File: src/rtl/backprop_layer_scheduler_pkg.sv
// Shared types for the backward-pass layer scheduler.
// The layer address width matches the weight controller's default.
package backprop_layer_scheduler_pkg;

  localparam int SCHED_LAYER_ADDR_WIDTH = 2;

  typedef enum logic [2:0] {
    S_IDLE,
    S_SETTLE,
    S_TRANSFER,
    S_WAIT_UPDATE,
    S_DONE
  } sched_state_t;

endpackage

File: src/rtl/backprop_layer_scheduler_cycle_counter.sv
// Shared settle/timeout cycle counter.
// Counts up from zero and flags the selected terminal count.
module sched_cycle_counter #(
  parameter int WIDTH = 7
) (
  input  logic             clk,
  input  logic             rst,
  input  logic             load,
  input  logic             enable,
  input  logic [WIDTH-1:0] terminal,
  output logic [WIDTH-1:0] count,
  output logic             at_terminal
);

  always_ff @(posedge clk) begin
    if (rst)
      count <= '0;
    else if (load)
      count <= '0;
    else if (enable)
      count <= count + 1'b1;
  end

  assign at_terminal = (count == terminal);

endmodule

File: src/rtl/backprop_layer_scheduler.sv
// Walks the weight controller's layer address from last to first,
// admitting one z/delta pair per layer and waiting for its write-back.
module backprop_layer_scheduler
  import backprop_layer_scheduler_pkg::*;
#(
  parameter int LAYER_NUM        = 3,
  parameter int LAYER_ADDR_WIDTH = SCHED_LAYER_ADDR_WIDTH,
  parameter int SETTLE_CYCLES    = 2,
  parameter int TIMEOUT_CYCLES   = 64
) (
  input  logic                        clk,
  input  logic                        rst,
  input  logic                        start_valid,
  output logic                        start_ready,
  output logic [LAYER_ADDR_WIDTH-1:0] layer,
  input  logic                        z_in_valid,
  output logic                        z_in_ready,
  output logic                        z_out_valid,
  input  logic                        z_out_ready,
  input  logic                        delta_in_valid,
  output logic                        delta_in_ready,
  output logic                        delta_out_valid,
  input  logic                        delta_out_ready,
  input  logic                        update_done,
  input  logic                        update_error,
  output logic                        busy,
  output logic                        done,
  output logic                        err,
  output logic [LAYER_ADDR_WIDTH-1:0] err_layer,
  output logic                        timeout
);

  localparam int CNT_MAX =
    (SETTLE_CYCLES > TIMEOUT_CYCLES) ? SETTLE_CYCLES : TIMEOUT_CYCLES;
  localparam int CW = $clog2(CNT_MAX) + 1;
  localparam logic [CW-1:0] SETTLE_TC  = CW'(SETTLE_CYCLES - 1);
  localparam logic [CW-1:0] TIMEOUT_TC = CW'(TIMEOUT_CYCLES - 1);
  localparam logic [LAYER_ADDR_WIDTH-1:0] LAST_LAYER =
    LAYER_ADDR_WIDTH'(LAYER_NUM - 1);

  sched_state_t state, state_n;

  logic          z_taken, delta_taken;
  logic          z_fire, delta_fire;
  logic          in_xfer;
  logic          accept, advance, tmo_hit;
  logic          cnt_load, cnt_en, cnt_term;
  logic [CW-1:0] cnt_tc, cnt;

  // The counter restarts on every state change; only SETTLE and
  // WAIT_UPDATE consume its terminal flag.
  assign cnt_load = (state_n != state);
  assign cnt_en   = (state == S_SETTLE) || (state == S_WAIT_UPDATE);
  assign cnt_tc   = (state == S_SETTLE) ? SETTLE_TC : TIMEOUT_TC;

  sched_cycle_counter #(
    .WIDTH(CW)
  ) u_counter (
    .clk        (clk),
    .rst        (rst),
    .load       (cnt_load),
    .enable     (cnt_en),
    .terminal   (cnt_tc),
    .count      (cnt),
    .at_terminal(cnt_term)
  );

  assign start_ready = (state == S_IDLE) && !rst;
  assign in_xfer     = (state == S_TRANSFER) && !rst;

  assign z_out_valid     = in_xfer && z_in_valid && !z_taken;
  assign z_in_ready      = in_xfer && z_out_ready && !z_taken;
  assign delta_out_valid = in_xfer && delta_in_valid && !delta_taken;
  assign delta_in_ready  = in_xfer && delta_out_ready && !delta_taken;

  assign z_fire     = z_out_valid && z_out_ready;
  assign delta_fire = delta_out_valid && delta_out_ready;

  always_comb begin
    state_n = state;
    accept  = 1'b0;
    advance = 1'b0;
    tmo_hit = 1'b0;
    unique case (state)
      S_IDLE: begin
        if (start_valid && start_ready) begin
          accept  = 1'b1;
          state_n = S_SETTLE;
        end
      end
      S_SETTLE: begin
        if (cnt_term)
          state_n = S_TRANSFER;
      end
      S_TRANSFER: begin
        if ((z_taken || z_fire) && (delta_taken || delta_fire))
          state_n = S_WAIT_UPDATE;
      end
      S_WAIT_UPDATE: begin
        if (update_done || cnt_term) begin
          advance = 1'b1;
          tmo_hit = !update_done;
          state_n = (layer == '0) ? S_DONE : S_SETTLE;
        end
      end
      S_DONE: state_n = S_IDLE;
      default: state_n = S_IDLE;
    endcase
    if (rst)
      state_n = S_IDLE;
  end

  always_ff @(posedge clk) begin
    if (rst) begin
      state       <= S_IDLE;
      layer       <= '0;
      busy        <= 1'b0;
      done        <= 1'b0;
      err         <= 1'b0;
      err_layer   <= '0;
      timeout     <= 1'b0;
      z_taken     <= 1'b0;
      delta_taken <= 1'b0;
    end else begin
      state <= state_n;
      busy  <= (state_n != S_IDLE);
      done  <= (state_n == S_DONE);
      if (accept) begin
        layer     <= LAST_LAYER;
        err       <= 1'b0;
        err_layer <= '0;
        timeout   <= 1'b0;
      end
      if (state == S_SETTLE && state_n == S_TRANSFER) begin
        z_taken     <= 1'b0;
        delta_taken <= 1'b0;
      end else begin
        if (z_fire)
          z_taken <= 1'b1;
        if (delta_fire)
          delta_taken <= 1'b1;
      end
      if (advance) begin
        if (layer != '0)
          layer <= layer - 1'b1;
        // Only the first failure of a pass is attributed.
        if ((tmo_hit || update_error) && !err) begin
          err       <= 1'b1;
          err_layer <= layer;
        end
        if (tmo_hit)
          timeout <= 1'b1;
      end
    end
  end

endmodule
File: config.mk
export PLATFORM = sky130hd
export DESIGN_NAME = backprop_layer_scheduler
export DESIGN_NICKNAME = d
export VERILOG_FILES = /design/src/rtl/backprop_layer_scheduler_pkg.sv /design/src/rtl/backprop_layer_scheduler_cycle_counter.sv /design/src/rtl/backprop_layer_scheduler.sv
export SDC_FILE = /design/constraint.sdc
export NUM_CORES = 1
export LEC_CHECK = 0
export CORE_ASPECT_RATIO = 0.9
export CORE_MARGIN = 2
export CORE_UTILIZATION = 52
export DETAILED_ROUTE_END_ITERATION = 16
export GPL_TIMING_DRIVEN = 0
export PLACE_DENSITY_LB_ADDON = 0.3
export SKIP_CTS_REPAIR_TIMING = 1
export SYNTH_ARGS = -nofsm -noshare
export SYNTH_HDL_FRONTEND = slang
export SYNTH_SLANG_ARGS = --single-unit
File: constraint.sdc
create_clock -name clk -period 2.8 [get_ports clk]
set_input_delay 0.56 -clock clk [delete_from_list [all_inputs] [get_ports clk]]
set_output_delay 0.56 -clock clk [all_outputs]
set_load 0.03 [all_outputs]
==> impl_results.md <==
* GRT Resource Usage Total at 23.0%
* Post-synth EDFFs at 0
* Setup TNS at 0 ps
* Final hold vios at 0
* Largest cells by area after synthesis: dfxtp_1 41%, and2_1 5.1%, xor2_1 4.5%, a21oi_1 4.1%, nor3_1 4.1%
* Worst Setup End Kind: output port
* Final HPWL DP at 1770 um
* Mapped Area at 976 sq um
* Fin nets at 147
* IO Port Bufs at 21
* Tmin final at 2620 ps
* Root Driver: clkbuf_4
* Clk slew on worst S/H paths at 110 ps
* Routability cong. at 0.770
* Area occupied by multi-input gates at 543 sq um
* CTS max path bufs at 2
* Most frequent cells in the layout: 20 x dfxtp_1, 16 x clkdlybuf4s50_1, 8 x nor3_1, 8 x and2_1, 8 x a21oi_1
* Util after Layout at 73.7%
* WS Path Type: in -> out
* Max Freq at 382 MHz
* Final Slew Violations at 0
* Register area at 400 sq um
* Worst-path maximum fanout at 6
* Cell variety after synth at 37
* Hold path cells at 2
* Crit path launch type: input pin
* Fillers at 147
* CTS sink count at 20
* Sequential Power Share at 54.1%
* Cts bufs inserted at 3
* Hold crit path type: reg -> reg
* Worst-Margin Slew at 538 ps
* Core area at 1720 sq um
* Power Dens Cells at 431 nW/um^2
* Clock Latency Late Sink at 300 ps
* Clock power share at 31.2%
* RSZ-0062 raised after global routing: no
* Final ANT Viol Nets at 0
* N_diodes at 0
* Hold Startpoint: err
* Top cell type's share of synthesized area at 41.0%
* Worst reg2reg startpoint: u_counter.count[0]
* P_sw at 142 uW
* Initial antenna violation count at 0
* Yosys warning total at 0
* Tot Pwr at 545 uW
* Reg2Reg Depth at 5
* Routed WL at 2430 um
* Mapped Cells at 111
* Top cell type by total area after synthesis: dfxtp_1
* Skew final at 1.38 ps
* WL per Instance at 15.2 um
* Most common cell after layout, fill and taps aside: dfxtp_1
* First-pass GRT wire length at 3870 um
* DP Worst Slack at -218 ps
* Number of global-route vias before repair at 911
* Row count at 14
* Starting density of the core at 56.9%
* DRT iter0 DRCs at 69
* Die Y at 45.1 um
* H-tree level count at 1
* FFs w/ async S/R, synth at 0%
* Die area at 2240 sq um
* Pin count of the biggest net entering global routing at 12
* Layout cells sized above 1 at 6.62%
* Hold slack at 484 ps
* CP arrival at 2060 ps
* Post-synthesis area per instance at 8.79 sq um
* Gr ovfl total at 0
* Synth Net Count at 121
* PnR worst setup slack at 182 ps
* First-pass DRT Iterations at 4
* Post-synthesis sequential area ratio at 41.0%
* Final period util at 93.5%
* Combinational share of power at 14.7%
* Final setup violation count at 0
* Via density at 5.99
* CTS tree: built
* Hold endpoint: err
* Max Cap Viol at 0
* Sw frac at 26.0%
* Most common flop cell mapped by yosys: dfxtp_1
* Cell internal pwr at 404 uW
* Peak supply drop at 359 uV
* Yosys reg bits at 20
* IO Pins at 22
* CP required at 2240 ps
* Static Leak at 0.551 nW
* Slew headroom at 64.2%
* R2R setup slack at 700 ps
* Reg-to-Reg End: u_counter.count[1]
* Area delta synth->final at 29.6%
* Routed vias at 958
* Drt drc at 0
* Die width at 49.7 um
* Outcome: complete, no violations
-- power by group through the flow --
stage                     Clock, mW  Combinational (mW)  Sequential, mW
after floorplan                   0              0.0428           0.305
after global placement            0              0.0768           0.301
after detailed placement          0              0.0792           0.301
after CTS                     0.171              0.0797           0.295
after global routing          0.182              0.0873           0.296
final                         0.170              0.0801           0.295
-- how the worst max path moves through the flow --
stage / from / to / slack (ps) / cells past startpoint
6_report: rst / delta_in_ready / 180 / 6
4_1_cts: rst / delta_in_ready / -220 / 6
5_1_grt: rst / delta_in_ready / 70 / 6
2_1_floorplan: rst / u_counter.count[0] / 60 / 5
3_5_place_dp: rst / delta_in_ready / -220 / 6
3_3_place_gp: rst / z_out_valid / -110 / 6
-- synthesized netlist by cell type, types with 2 or more instances --
cell / number
dfxtp_1: 20
a21oi_1: 8
and2_1: 8
nor3_1: 8
nand2_1: 7
nor4_1: 6
nand4_1: 5
nor2_1: 5
xor2_1: 5
clkbuf_1: 3
inv_1: 3
a21o_1: 2
a22oi_1: 2
and3_1: 2
mux2i_1: 2
nand3_1: 2
nor3b_1: 2
or3_1: 2
-- per-layer routing --
metal / vias to the layer above / track usage, % / share of wire [%]
li1: 463 / - / -
met1: 440 / 28.2 / 41
met2: 45 / 39.5 / 49
met3: 10 / 3.97 / 7.1
met4: 0 / 12.2 / 3.3
met5: - / 0 / 0
-- flip-flops by register name (all words and copies together), names as in the netlist --
name	count
u_counter.count	7
err_layer	2
err	1
done	1
layer	2
state	3
delta_taken	1
busy	1
timeout	1
z_taken	1
-- through the flow --
stage | cells | cell area, sq um
2_1_floorplan | 111 | 976
3_3_place_gp | 156 | 1220
3_5_place_dp | 156 | 1220
4_1_cts | 160 | 1250
5_1_grt | 160 | 1260
6_report | 160 | 1260
-- area by class of cell --
cell class / count / area share, %
plain buffers: 5 / 1.68
clock buffers: 4 / 2.87
inverters: 3 / 0.890
multi-input cells: 83 / 42.9
flip-flops and latches: 20 / 31.7
well taps: 24 / 2.37
repair buffers: 21 / 17.6
-- cell families (layout without fill, tap and decap cells) --
kind of cell / after synthesis / in the layout / share of synthesized area, %
mux: 2 / 2 / 2.05
simple gates: 56 / 56 / 34.0
compound gates: 18 / 18 / 12.9
xor+xnor: 6 / 6 / 5.38
buf+inv: 8 / 33 / 3.33
fa+ha+maj: 1 / 1 / 1.28
flops: 20 / 20 / 41.0
-- critical path, cell delays in order --
cell,delay [ps]
clkdlybuf4s50_1,510
nor3_1,290
nand2_1,130
nor2_1,140
and2_1,140
dlymetal6s2s_1,290
No activity file was read; power rests on OpenSTA's default activity.
